File: src/rtl/johnson_pkg.sv
// Shared types and helpers for the Johnson-code decoder: FSM state encoding
// and the successor function that defines the legal code sequence.
package johnson_pkg;

  typedef enum logic [0:0] {
    SEARCH = 1'b0,
    LOCKED = 1'b1
  } state_t;

  // Widest code the helper handles; callers cast in and out at their width.
  localparam int MAX_W = 32;

  // Successor of a Johnson code of the given width: shift right, feed back ~lsb.
  function automatic logic [MAX_W-1:0] johnson_next(input logic [MAX_W-1:0] code,
                                                    input int width);
    logic [MAX_W-1:0] r;
    r = code >> 1;
    if (!code[0]) r = r | (MAX_W'(1) << (width - 1));
    return r;
  endfunction

endpackage

File: src/rtl/johnson_code_lut.sv
// Combinational code-to-position map: walks the 2*WIDTH sequence from 0 and
// reports whether the input appears in it and at which position.
module johnson_code_lut
  import johnson_pkg::*;
#(
  parameter int WIDTH = 4
) (
  input  logic [WIDTH-1:0]              code_i,
  output logic                          legal_o,
  output logic [$clog2(2*WIDTH)-1:0]    index_o
);

  localparam int IDX_W = $clog2(2*WIDTH);

  logic [WIDTH-1:0] c;

  always_comb begin
    legal_o = 1'b0;
    index_o = '0;
    c       = '0;
    for (int k = 0; k < 2*WIDTH; k++) begin
      if (code_i == c) begin
        legal_o = 1'b1;
        index_o = IDX_W'(k);
      end
      c = WIDTH'(johnson_next(MAX_W'(c), WIDTH));
    end
  end

endmodule

File: src/rtl/johnson_decoder.sv
// Johnson-code position decoder with sequence lock tracking and a saturating
// error counter; all outputs are registered one clock after the sample edge.
module johnson_decoder
  import johnson_pkg::*;
#(
  parameter int WIDTH  = 4,
  parameter int LOCK_N = 2,
  parameter int ERR_W  = 8
) (
  input  logic                          clk,
  input  logic                          rst,
  input  logic [WIDTH-1:0]              jc_in,
  input  logic                          jc_valid,
  input  logic                          clr_err,
  output logic [$clog2(2*WIDTH)-1:0]    index,
  output logic                          index_valid,
  output logic                          illegal,
  output logic                          seq_err,
  output logic                          locked,
  output logic [ERR_W-1:0]              err_count
);

  localparam int IDX_W = $clog2(2*WIDTH);
  localparam int RUN_W = $clog2(LOCK_N + 1);
  localparam logic [RUN_W-1:0] LOCK_CNT = RUN_W'(LOCK_N);
  localparam logic [ERR_W-1:0] ERR_MAX  = '1;

  state_t           state_q, state_d;
  logic [RUN_W-1:0] run_q, run_d;
  logic [WIDTH-1:0] prev_q, prev_d;
  logic             prev_vld_q, prev_vld_d;
  logic [IDX_W-1:0] index_q, index_d;
  logic             iv_q, iv_d;
  logic             ill_q, ill_d;
  logic             seq_q, seq_d;
  logic [ERR_W-1:0] err_q, err_d;

  logic             lut_legal;
  logic [IDX_W-1:0] lut_idx;
  logic [WIDTH-1:0] succ;
  logic             is_succ;
  logic [RUN_W-1:0] run_inc;

  johnson_code_lut #(.WIDTH(WIDTH)) u_lut (
    .code_i  (jc_in),
    .legal_o (lut_legal),
    .index_o (lut_idx)
  );

  assign succ    = WIDTH'(johnson_next(MAX_W'(prev_q), WIDTH));
  assign is_succ = prev_vld_q && (jc_in == succ);
  assign run_inc = run_q + RUN_W'(1);

  always_comb begin
    state_d    = state_q;
    run_d      = run_q;
    prev_d     = prev_q;
    prev_vld_d = prev_vld_q;
    index_d    = index_q;
    iv_d       = 1'b0;
    ill_d      = 1'b0;
    seq_d      = 1'b0;
    err_d      = err_q;
    if (jc_valid) begin
      if (!lut_legal) begin
        // An illegal code breaks any chain; the next legal sample starts fresh.
        ill_d      = 1'b1;
        state_d    = SEARCH;
        run_d      = '0;
        prev_vld_d = 1'b0;
      end else begin
        index_d    = lut_idx;
        iv_d       = 1'b1;
        prev_d     = jc_in;
        prev_vld_d = 1'b1;
        case (state_q)
          SEARCH: begin
            if (is_succ) begin
              if (run_inc >= LOCK_CNT) begin
                state_d = LOCKED;
                run_d   = '0;
              end else begin
                run_d = run_inc;
              end
            end else begin
              run_d = '0;
            end
          end
          LOCKED: begin
            // Advance, stall, or counter reset to code 0 are all acceptable.
            if (!(is_succ || (jc_in == prev_q) || (jc_in == '0))) begin
              seq_d   = 1'b1;
              state_d = SEARCH;
              run_d   = '0;
            end
          end
          default: state_d = SEARCH;
        endcase
      end
    end
    if (clr_err)
      err_d = '0;
    else if ((ill_d || seq_d) && (err_q != ERR_MAX))
      err_d = err_q + ERR_W'(1);
  end

  always_ff @(posedge clk or posedge rst) begin
    if (rst) begin
      state_q    <= SEARCH;
      run_q      <= '0;
      prev_q     <= '0;
      prev_vld_q <= 1'b0;
      index_q    <= '0;
      iv_q       <= 1'b0;
      ill_q      <= 1'b0;
      seq_q      <= 1'b0;
      err_q      <= '0;
    end else begin
      state_q    <= state_d;
      run_q      <= run_d;
      prev_q     <= prev_d;
      prev_vld_q <= prev_vld_d;
      index_q    <= index_d;
      iv_q       <= iv_d;
      ill_q      <= ill_d;
      seq_q      <= seq_d;
      err_q      <= err_d;
    end
  end

  assign index       = index_q;
  assign index_valid = iv_q;
  assign illegal     = ill_q;
  assign seq_err     = seq_q;
  assign locked      = (state_q == LOCKED);
  assign err_count   = err_q;

endmodule

File: config.mk
export PLATFORM = sky130hd
export DESIGN_NAME = johnson_decoder
export DESIGN_NICKNAME = d
export VERILOG_FILES = /design/src/rtl/johnson_pkg.sv /design/src/rtl/johnson_code_lut.sv /design/src/rtl/johnson_decoder.sv
export SDC_FILE = /design/constraint.sdc
export NUM_CORES = 1
export LEC_CHECK = 0
export ABC_AREA = 1
export BUFFER_PORTS_ARGS = -buffer_cell sky130_fd_sc_hd__buf_2
export CORE_UTILIZATION = 40
export CTS_BUF_LIST = sky130_fd_sc_hd__clkbuf_16
export DETAILED_ROUTE_END_ITERATION = 8
export GPL_TIMING_DRIVEN = 0
export SYNTH_ARGS = -nofsm -noshare
export SYNTH_HDL_FRONTEND = slang
export SYNTH_SLANG_ARGS = --single-unit
export TNS_END_PERCENT = 1
File: constraint.sdc
create_clock -name clk -period 2.65 [get_ports clk]
set_clock_uncertainty 0.15 [all_clocks]
set_input_delay 0.1325 -clock clk [delete_from_list [all_inputs] [get_ports clk]]
set_output_delay 0.1325 -clock clk [all_outputs]
set_load 0.005 [all_outputs]
==> results of run 1 <==
-- worst min path at each step --
stage                        start            to  slack, ns  cells past startpoint
after detailed placement       rst  err_count[6]       0.21                      2
after CTS                 jc_valid      run_q[1]     0.0002                      2
after global routing      jc_valid      run_q[1]       0.02                      2
after global placement         rst       seq_err       0.19                      2
final                     jc_valid      run_q[1]      0.002                      2
after floorplan                rst  err_count[0]      -0.03                      1
-- cells in the mapped netlist --
master | instances | area (um^2)
sky130_fd_sc_hd__buf_6 | 2 | 22.5
sky130_fd_sc_hd__inv_1 | 22 | 82.6
sky130_fd_sc_hd__o2111ai_1 | 1 | 8.76
sky130_fd_sc_hd__a21oi_1 | 2 | 10.0
sky130_fd_sc_hd__a31oi_1 | 1 | 6.26
sky130_fd_sc_hd__nand3_1 | 7 | 35.0
sky130_fd_sc_hd__dfrtp_1 | 22 | 551
sky130_fd_sc_hd__o21ai_2 | 1 | 8.76
sky130_fd_sc_hd__o211ai_2 | 1 | 12.5
sky130_fd_sc_hd__ha_1 | 2 | 25.0
sky130_fd_sc_hd__xor2_1 | 5 | 43.8
sky130_fd_sc_hd__nor2_2 | 2 | 12.5
sky130_fd_sc_hd__nand3b_1 | 1 | 7.51
sky130_fd_sc_hd__buf_2 | 2 | 10.0
sky130_fd_sc_hd__nor2_4 | 3 | 33.8
sky130_fd_sc_hd__nand4_1 | 10 | 62.6
sky130_fd_sc_hd__inv_2 | 2 | 7.51
sky130_fd_sc_hd__nand3_2 | 9 | 90.1
sky130_fd_sc_hd__nand2_1 | 50 | 188
sky130_fd_sc_hd__nor2_1 | 12 | 45.0
sky130_fd_sc_hd__nand2_8 | 2 | 40.0
sky130_fd_sc_hd__nand3_4 | 1 | 17.5
sky130_fd_sc_hd__o21ai_0 | 8 | 40.0
-- cell families after synthesis --
logic type	share of synthesized area [%]
xor+xnor	3.22
buf+inv	9.02
simple gates	39.1
fa+ha+maj	1.84
compound gates	6.35
flops	40.5
-- final cells by class --
class	instances	area [um^2]
fillers	327	1480
multi-input cells	118	687
flip-flops and latches	22	551
repair buffers	23	130
inverters	24	90.1
clock buffers	3	75.1
well taps	44	55.1
plain buffers	4	32.5
clock inverters	1	30.0
-- layer usage --
layer	part of all wire (%)	vias to the layer above	wire length, um
li1	-	593	-
met1	47	547	1310
met2	49	30	1350
met3	3.8	0	106
met4	0	0	0
met5	0	-	0
-- sequential cells by signal, summed over array words and instances (netlist names) --
register / cells
illegal: 1
run_q: 2
err_count: 8
index_valid: 1
locked: 1
index: 3
prev_vld_q: 1
prev_q: 4
seq_err: 1
-- critical path, cell delays in order, from the launching register on --
cell and delay, ns:
sky130_fd_sc_hd__dfrtp_1 0.42, sky130_fd_sc_hd__ha_1 0.20, sky130_fd_sc_hd__nand2_1 0.06, sky130_fd_sc_hd__inv_1 0.09
sky130_fd_sc_hd__nand2_1 0.05, sky130_fd_sc_hd__nor2_1 0.20, sky130_fd_sc_hd__nand3_2 0.29, sky130_fd_sc_hd__nand2_8 0.21
sky130_fd_sc_hd__nand3_2 0.07, sky130_fd_sc_hd__nand2_1 0.06
-- layout by cell type, fill, tap and decap left out, drive strengths merged, types with 2 or more instances in the layout --
master and n:
nand2 52, clkbuf 3, nand3 17, buf 24, o21ai 9, nand4 10, a21oi 2, xor2 5
inv 24, dfrtp 22, ha 2, dlygate4sd3 3, nor2 17
-- power by group through the flow --
stage                     registers [W]  logic, W  clock network (W)
after floorplan                0.000388  0.000112                  0
after global placement         0.000389  0.000154                  0
after detailed placement       0.000390  0.000158                  0
after CTS                      0.000384  0.000162           0.000425
after global routing           0.000387  0.000183           0.000438
final                          0.000384  0.000160           0.000416
-- per-stage QoR --
step | instance area [um^2] | instances | power (W)
after floorplan | 1360 | 168 | 0.000499
after global placement | 1520 | 232 | 0.000542
after detailed placement | 1520 | 232 | 0.000548
after CTS | 1650 | 239 | 0.000972
after global routing | 1650 | 239 | 0.00101
final | 1650 | 239 | 0.000960
-- what timing repair did --
action | in CTS | in global routing
buffers inserted | 0 | 0
endpoints found under the hold margin | 24 | 0
hold buffers | 3 | 0
==> metrics.log, run 1 <==
INFO  metric clock-root-buffer = sky130_fd_sc_hd__clkbuf_16
INFO  metric place.detailed.hpwl = ~2.1 mm
INFO  metric power.internal = 0.000723 W
INFO  metric maximum_number_of_pins_on_one_net_before_global_route_repair = 23
INFO  metric route.detailed.wl_per_inst = 11.6 um
INFO  metric ys_seq_elements = 22
INFO  metric cts-resized-gates = 0
INFO  metric cp_max_fo = 9
INFO  metric rsz0062_at_grt = no
INFO  metric gr-total-overflow = 0
INFO  metric syn-num-nets = 178
INFO  metric period_needed = approximately 1.9 ns
INFO  metric run_status = completed
INFO  metric first_pass_iters = 5
INFO  metric die_y = between 60 and 70 um
INFO  metric drt-vias-per-instance = approximately 4.9
INFO  metric worst_min_delay_path_class = in -> reg
INFO  metric synth_to_layout_area_growth = 21.3%
INFO  metric ios = 23
INFO  metric worst_skew_pair.late_latency = 0.25 ns
INFO  metric power_frac_clock = around 43%
INFO  metric data_required_time_of_the_critical_path = around 2.7 ns
INFO  metric start_kind = register
INFO  metric post-route-drc-count = 0
INFO  metric detailedPlace.worstSlack = between 0.7 and 0.8 ns
INFO  metric initial_core_util = a little over two fifths
INFO  metric synth.yosys.warnings = 0
INFO  metric worst_setup_path_startpoint = err_count[0]
INFO  metric report.final.hold_viol_count = 0
INFO  metric gr-usage-met1 = 23.9%
INFO  metric grt_usage = between 10% and 20%
INFO  metric cts_tree = done
INFO  metric syn_avg_cell_area = a little over 8 um^2
INFO  metric first_global_vias = between 1000 and 1500
INFO  metric timing.critical_path.to = err_count[4]
INFO  metric num_rows = 20
INFO  metric drive_above_1_share = 25.1%
INFO  metric buffer_ports.inserted = 20
INFO  metric report.final.slew_viol_count = 0
INFO  metric grt_antenna_before_repair = 0
INFO  metric area_of_the_core_region = 3130 um^2
INFO  metric clk_pin_slew = 0.06 ns
INFO  metric maxSlewHeadroom = 44.9%
INFO  metric r2r-start = err_count[0]
INFO  metric floorplan.die_area = roughly 3600 um^2
INFO  metric cts_max_path_buffers = 2
INFO  metric synth_cell_types = 23
INFO  metric cts_num_sinks = 22
INFO  metric route.antenna.remaining_nets = 0
INFO  metric tritoncts.num_buffers = 3
INFO  metric netlist_instances = 168
INFO  metric kind_of_critical_path = reg -> reg
INFO  metric use_met3 = roughly 2.6%
INFO  metric p_seq_share = approximately two fifths
INFO  metric critPathCaptureType = register
INFO  metric grt_util_met2 = just under 30%
INFO  metric num-nets-final = approximately 210
INFO  metric setup.reg_to_reg.worst_slack = a little under 0.8 ns
INFO  metric routed-via-count = roughly 1200
INFO  metric power.density = ~580 nW/um^2
INFO  metric finalSetupTns = 0 ns
INFO  metric r2r_cells = 9
INFO  metric power.leakage = 0.889 nW
INFO  metric ctsHtreeMaxLevel = 1
INFO  metric min_period_over_period = between 70 and 80%
INFO  metric drtIter0Drc = 56
INFO  metric gp_congestion = just over 0.8
INFO  metric grt_first_pass_wirelength = ~4.8 mm
INFO  metric power_switching_share = 24.7%
INFO  metric seq_area_frac_synth = 40.5%
INFO  metric power_switching = approximately 0.00024 W
INFO  metric crit_path_setup_slack_layout = about 0.78 ns
INFO  metric die_width = 60.3 um
INFO  metric irDropWorstVdd = ~0.3 mV
INFO  metric drt_wl_total = approximately 2.8 mm
INFO  metric report.final.setup_viol = 0
INFO  metric synth_area = about 1400 um^2
INFO  metric worst-slew-pin-transition = roughly 0.83 ns
INFO  metric cp_data_arrival_time = 1.91 ns
INFO  metric worstReg2RegEnd = err_count[4]
INFO  metric antennaDiodeCount = 0
INFO  metric layout.core_utilization = between 50% and 60%
INFO  metric grt-busiest-layer = met2
INFO  metric timing.fmax = ~530 MHz
INFO  metric p_comb_share = 16.6%
INFO  metric timing.max_cap.violations = 0
INFO  metric holdWs = 0.00167 ns
(Power assumes the default switching activity.)
==> inputs of run 2 (changes only) <==
- ABC_AREA: 1 -> 0
- clock period: 2.65 -> 1.8 ns (I/O delays scaled with it)
==> run 2 against run 1 <==
The flow now finishes with violations (DRC, setup timing). Synthesized area down 8.4%. Utilization shrank 0.74 points. Clock power grew 7.0%. Maximum frequency shrank 6.0%. Critical path depth fell by 3. Global-route usage decreased by 3.1 points. Largest power group is now registers.
==> metrics.log, run 2 <==
INFO  metric cts_num_sinks = 22
INFO  metric crit_path_setup_slack_layout = -0.193 ns
INFO  metric initial_core_util = between 40% and 50%
INFO  metric report.final.hold_viol_count = 0
INFO  metric number_of_flip_flops_under_the_largest_register_name = 8
INFO  metric ios = 23
INFO  metric cts_max_path_buffers = 2
INFO  metric main_combinational_cell_family_by_area_after_synthesis = simple AND/OR/NAND/NOR gates
INFO  metric synth_cell_types = 36
INFO  metric path_cells = xor2_1, nor4_2, nor2_2, a41oi_4, nor4b_1, mux2_2
INFO  metric detailedPlace.worstSlack = -0.240 ns
INFO  metric num_rows = 19
INFO  metric drt_wl_total = approximately 2.2 mm
INFO  metric clock-root-buffer = sky130_fd_sc_hd__clkbuf_16
INFO  metric most_common_cell_in_the_netlist = sky130_fd_sc_hd__dfrtp_1
INFO  metric floorplan.die_area = roughly 3300 um^2
INFO  metric layout.area.seq = 551 um^2
INFO  metric worst-slew-pin-transition = 0.823 ns
INFO  metric synth_to_layout_area_growth = 19.1%
INFO  metric first_pass_iters = 6
INFO  metric ys_seq_elements = 22
INFO  metric largest_cells_by_area_after_synthesis = sky130_fd_sc_hd__dfrtp_1 44%, sky130_fd_sc_hd__mux2_2 8.1%, sky130_fd_sc_hd__xor2_1 4.9%
INFO  metric start_kind = register
INFO  metric ctsHtreeMaxLevel = 1
INFO  metric tritoncts.num_buffers = 3
INFO  metric finalSetupTns = -1.23 ns
INFO  metric cp_num_buf_inv = 0
INFO  metric power.density = roughly 830 nW/um^2
INFO  metric die_y = between 50 and 60 um
INFO  metric cp_slowest_cell = sky130_fd_sc_hd__dfrtp_1
INFO  metric final_cell_mix = 22 x sky130_fd_sc_hd__dfrtp_1, 20 x sky130_fd_sc_hd__buf_2, 9 x sky130_fd_sc_hd__mux2_2, 9 x sky130_fd_sc_hd__nand2_1, 9 x sky130_fd_sc_hd__nor2_1
INFO  metric period_needed = roughly 2 ns
INFO  metric data_required_time_of_the_critical_path = around 1.8 ns
INFO  metric gp_congestion = 0.775
INFO  metric cts_tree = done
INFO  metric yosys-top-cells-count = 22 x sky130_fd_sc_hd__dfrtp_1, 9 x sky130_fd_sc_hd__mux2_2, 9 x sky130_fd_sc_hd__nand2_1, 9 x sky130_fd_sc_hd__nor2_1
INFO  metric timing.fmax = ~500 MHz
INFO  metric clk_pin_slew = around 0.050 ns
INFO  metric layout_commonest_cell = sky130_fd_sc_hd__dfrtp_1
INFO  metric run_status = finished, violations left
INFO  metric synth-adder-area-share = roughly 2.0%
INFO  metric report.final.slew_viol_count = 0
INFO  metric kind_of_critical_path = reg -> reg
INFO  metric route.antenna.remaining_nets = 0
INFO  metric syn_avg_cell_area = between 10 and 15 um^2
INFO  metric num-nets-final = between 150 and 200
INFO  metric worst_min_delay_path_class = in -> reg
INFO  metric p_seq_share = a little under half
INFO  metric irDropWorstVdd = 0.505 mV
INFO  metric power_switching = between 0.0003 and 0.0004 W
INFO  metric first_global_vias = between 800 and 900
INFO  metric grt_usage = 14.3%
INFO  metric drtIter0Drc = 15
INFO  metric rsz0062_at_grt = yes
INFO  metric buffer_ports.inserted = 18
INFO  metric asr_flop_ratio_synth = between 90% and 100%
INFO  metric maximum_number_of_pins_on_one_net_before_global_route_repair = 23
INFO  metric drt-vias-per-instance = approximately 5.3
INFO  metric critPathCaptureType = register
INFO  metric synth-edff-count = 0
INFO  metric power_frac_clock = 36.2%
INFO  metric seq_area_frac_synth = around 44%
INFO  metric grt_first_pass_wirelength = 3.71 mm
INFO  metric cp_max_fo = 7
INFO  metric worst_path_dominant_cell_family = simple AND/OR/NAND/NOR gates
INFO  metric cp_data_arrival_time = between 1.5 and 2 ns
INFO  metric syn-num-nets = about 130
INFO  metric slowest_delay = 0.42 ns
INFO  metric hold_start = jc_in[2]
INFO  metric violated_checks = DRC, setup timing
INFO  metric report.final.setup_viol = 8
INFO  metric worst_setup_path_startpoint = prev_q[2]
INFO  metric power.leakage = just under 0.7 nW
INFO  metric grt_util_met2 = between 20% and 30%
INFO  metric post-layout-total-power = 0.00123 W
INFO  metric synth-compound-area-share = about a tenth
INFO  metric grt_antenna_before_repair = 0
INFO  metric synthSimpleGateAreaFrac = about a fifth
INFO  metric worst_skew_pair.late_latency = between 0.2 and 0.3 ns
INFO  metric filler_cell_count = between 200 and 300
INFO  metric synth-xor-area-share = under 10%
INFO  metric maxSlewHeadroom = between 40% and 50%
INFO  metric power_switching_share = between 20 and 25%
INFO  metric p_comb_share = between 10% and 20%
INFO  metric area_of_the_core_region = 2850 um^2
INFO  metric place.detailed.hpwl = 1.63 mm
INFO  metric drive_above_1_share = approximately 29%
INFO  metric synth.top_cell.area_share = between 40 and 50%
INFO  metric route.detailed.wl_per_inst = approximately 13 um
INFO  metric synth.area.mux_share = about a tenth
INFO  metric multiInputGateArea = about 650 um^2
INFO  metric grt-busiest-layer = met2
INFO  metric die_width = approximately 58 um
INFO  metric post-route-drc-count = 1
INFO  metric netlist_instances = 123
INFO  metric timing.max_cap.violations = 0
INFO  metric use_met3 = 4.46%
INFO  metric synth_area = approximately 1200 um^2
INFO  metric power.internal = just over 0.0009 W
INFO  metric min_period_over_period = 111%
INFO  metric antennaDiodeCount = 0
INFO  metric gr-usage-met1 = roughly a fifth
INFO  metric synth.yosys.warnings = 0
INFO  metric routed-via-count = between 900 and 1000
INFO  metric synth_ff_type = sky130_fd_sc_hd__dfrtp_1
INFO  metric r2r-start = prev_q[2]
INFO  metric synth_top_area_cell = sky130_fd_sc_hd__dfrtp_1
INFO  metric gr-total-overflow = 0
run 2: metal layers:
metal	up-vias	routed length, um	share of wire [%]
met5	-	0	0
met1	445	1060	47
met2	17	1050	47
met4	0	21	0.94
li1	472	-	-
met3	5	97	4.4
run 2: final timing paths:
check,endpoint,slack [ns],cells past startpoint
hold reg to reg,index[1],0.33,2
setup reg to reg,err_count[6],-0.19,6
setup / recovery,err_count[6],-0.19,6
hold / removal,prev_q[2],0.02,3
max in group asynchronous,run_q[1],0.58,3
min in group asynchronous,prev_q[0],0.40,3
run 2: timing repair:
action	in CTS	in global routing
setup buffers	0	1
pin swaps	3	1
hold buffers	1	0
endpoints found under the setup margin	8	11
gates resized for setup	2	1
endpoints found under the hold margin	22	0
run 2: tightest hold or removal path, delay by kind of cell:
family        cells  cell delay [ns]
buf+inv           1             0.17
simple gates      2             0.12
run 2: stage by stage:
step / hold WS (ns) / std cells / util (%) / instance area, um^2
floorplan: -0.0708 / 123 / - / 1250
global placement: 0.154 / 172 / 48.2 / 1380
detailed placement: 0.150 / 172 / 48.2 / 1380
CTS: 0.0137 / 176 / 51.6 / 1470
global route: 0.0265 / 177 / 52.0 / 1480
finish: 0.0217 / 177 / 52.0 / 1480
run 2: power groups by stage:
stage | Sequential, W | Combinational, W | Clock, W
6_report | 0.000570 | 0.000215 | 0.000445
5_1_grt | 0.000576 | 0.000241 | 0.000475
4_1_cts | 0.000570 | 0.000215 | 0.000458
3_5_place_dp | 0.000579 | 0.000207 | 0
3_3_place_gp | 0.000576 | 0.000203 | 0
2_1_floorplan | 0.000575 | 0.000154 | 0
run 2: cell type report:
type	count	share of cell area, %
Multi-Input combinational cell	88	43.8
Sequential cell	22	37.1
Timing Repair Buffer	20	7.25
Buffer	6	2.45
Clock buffer	3	5.06
Inverter	7	1.77
Tap cell	31	2.61
run 2: logic make-up after synthesis:
group,after synthesis
fa+ha+maj,2
simple gates,47
xor+xnor,12
buf+inv,13
mux,12
flops,22
compound gates,15
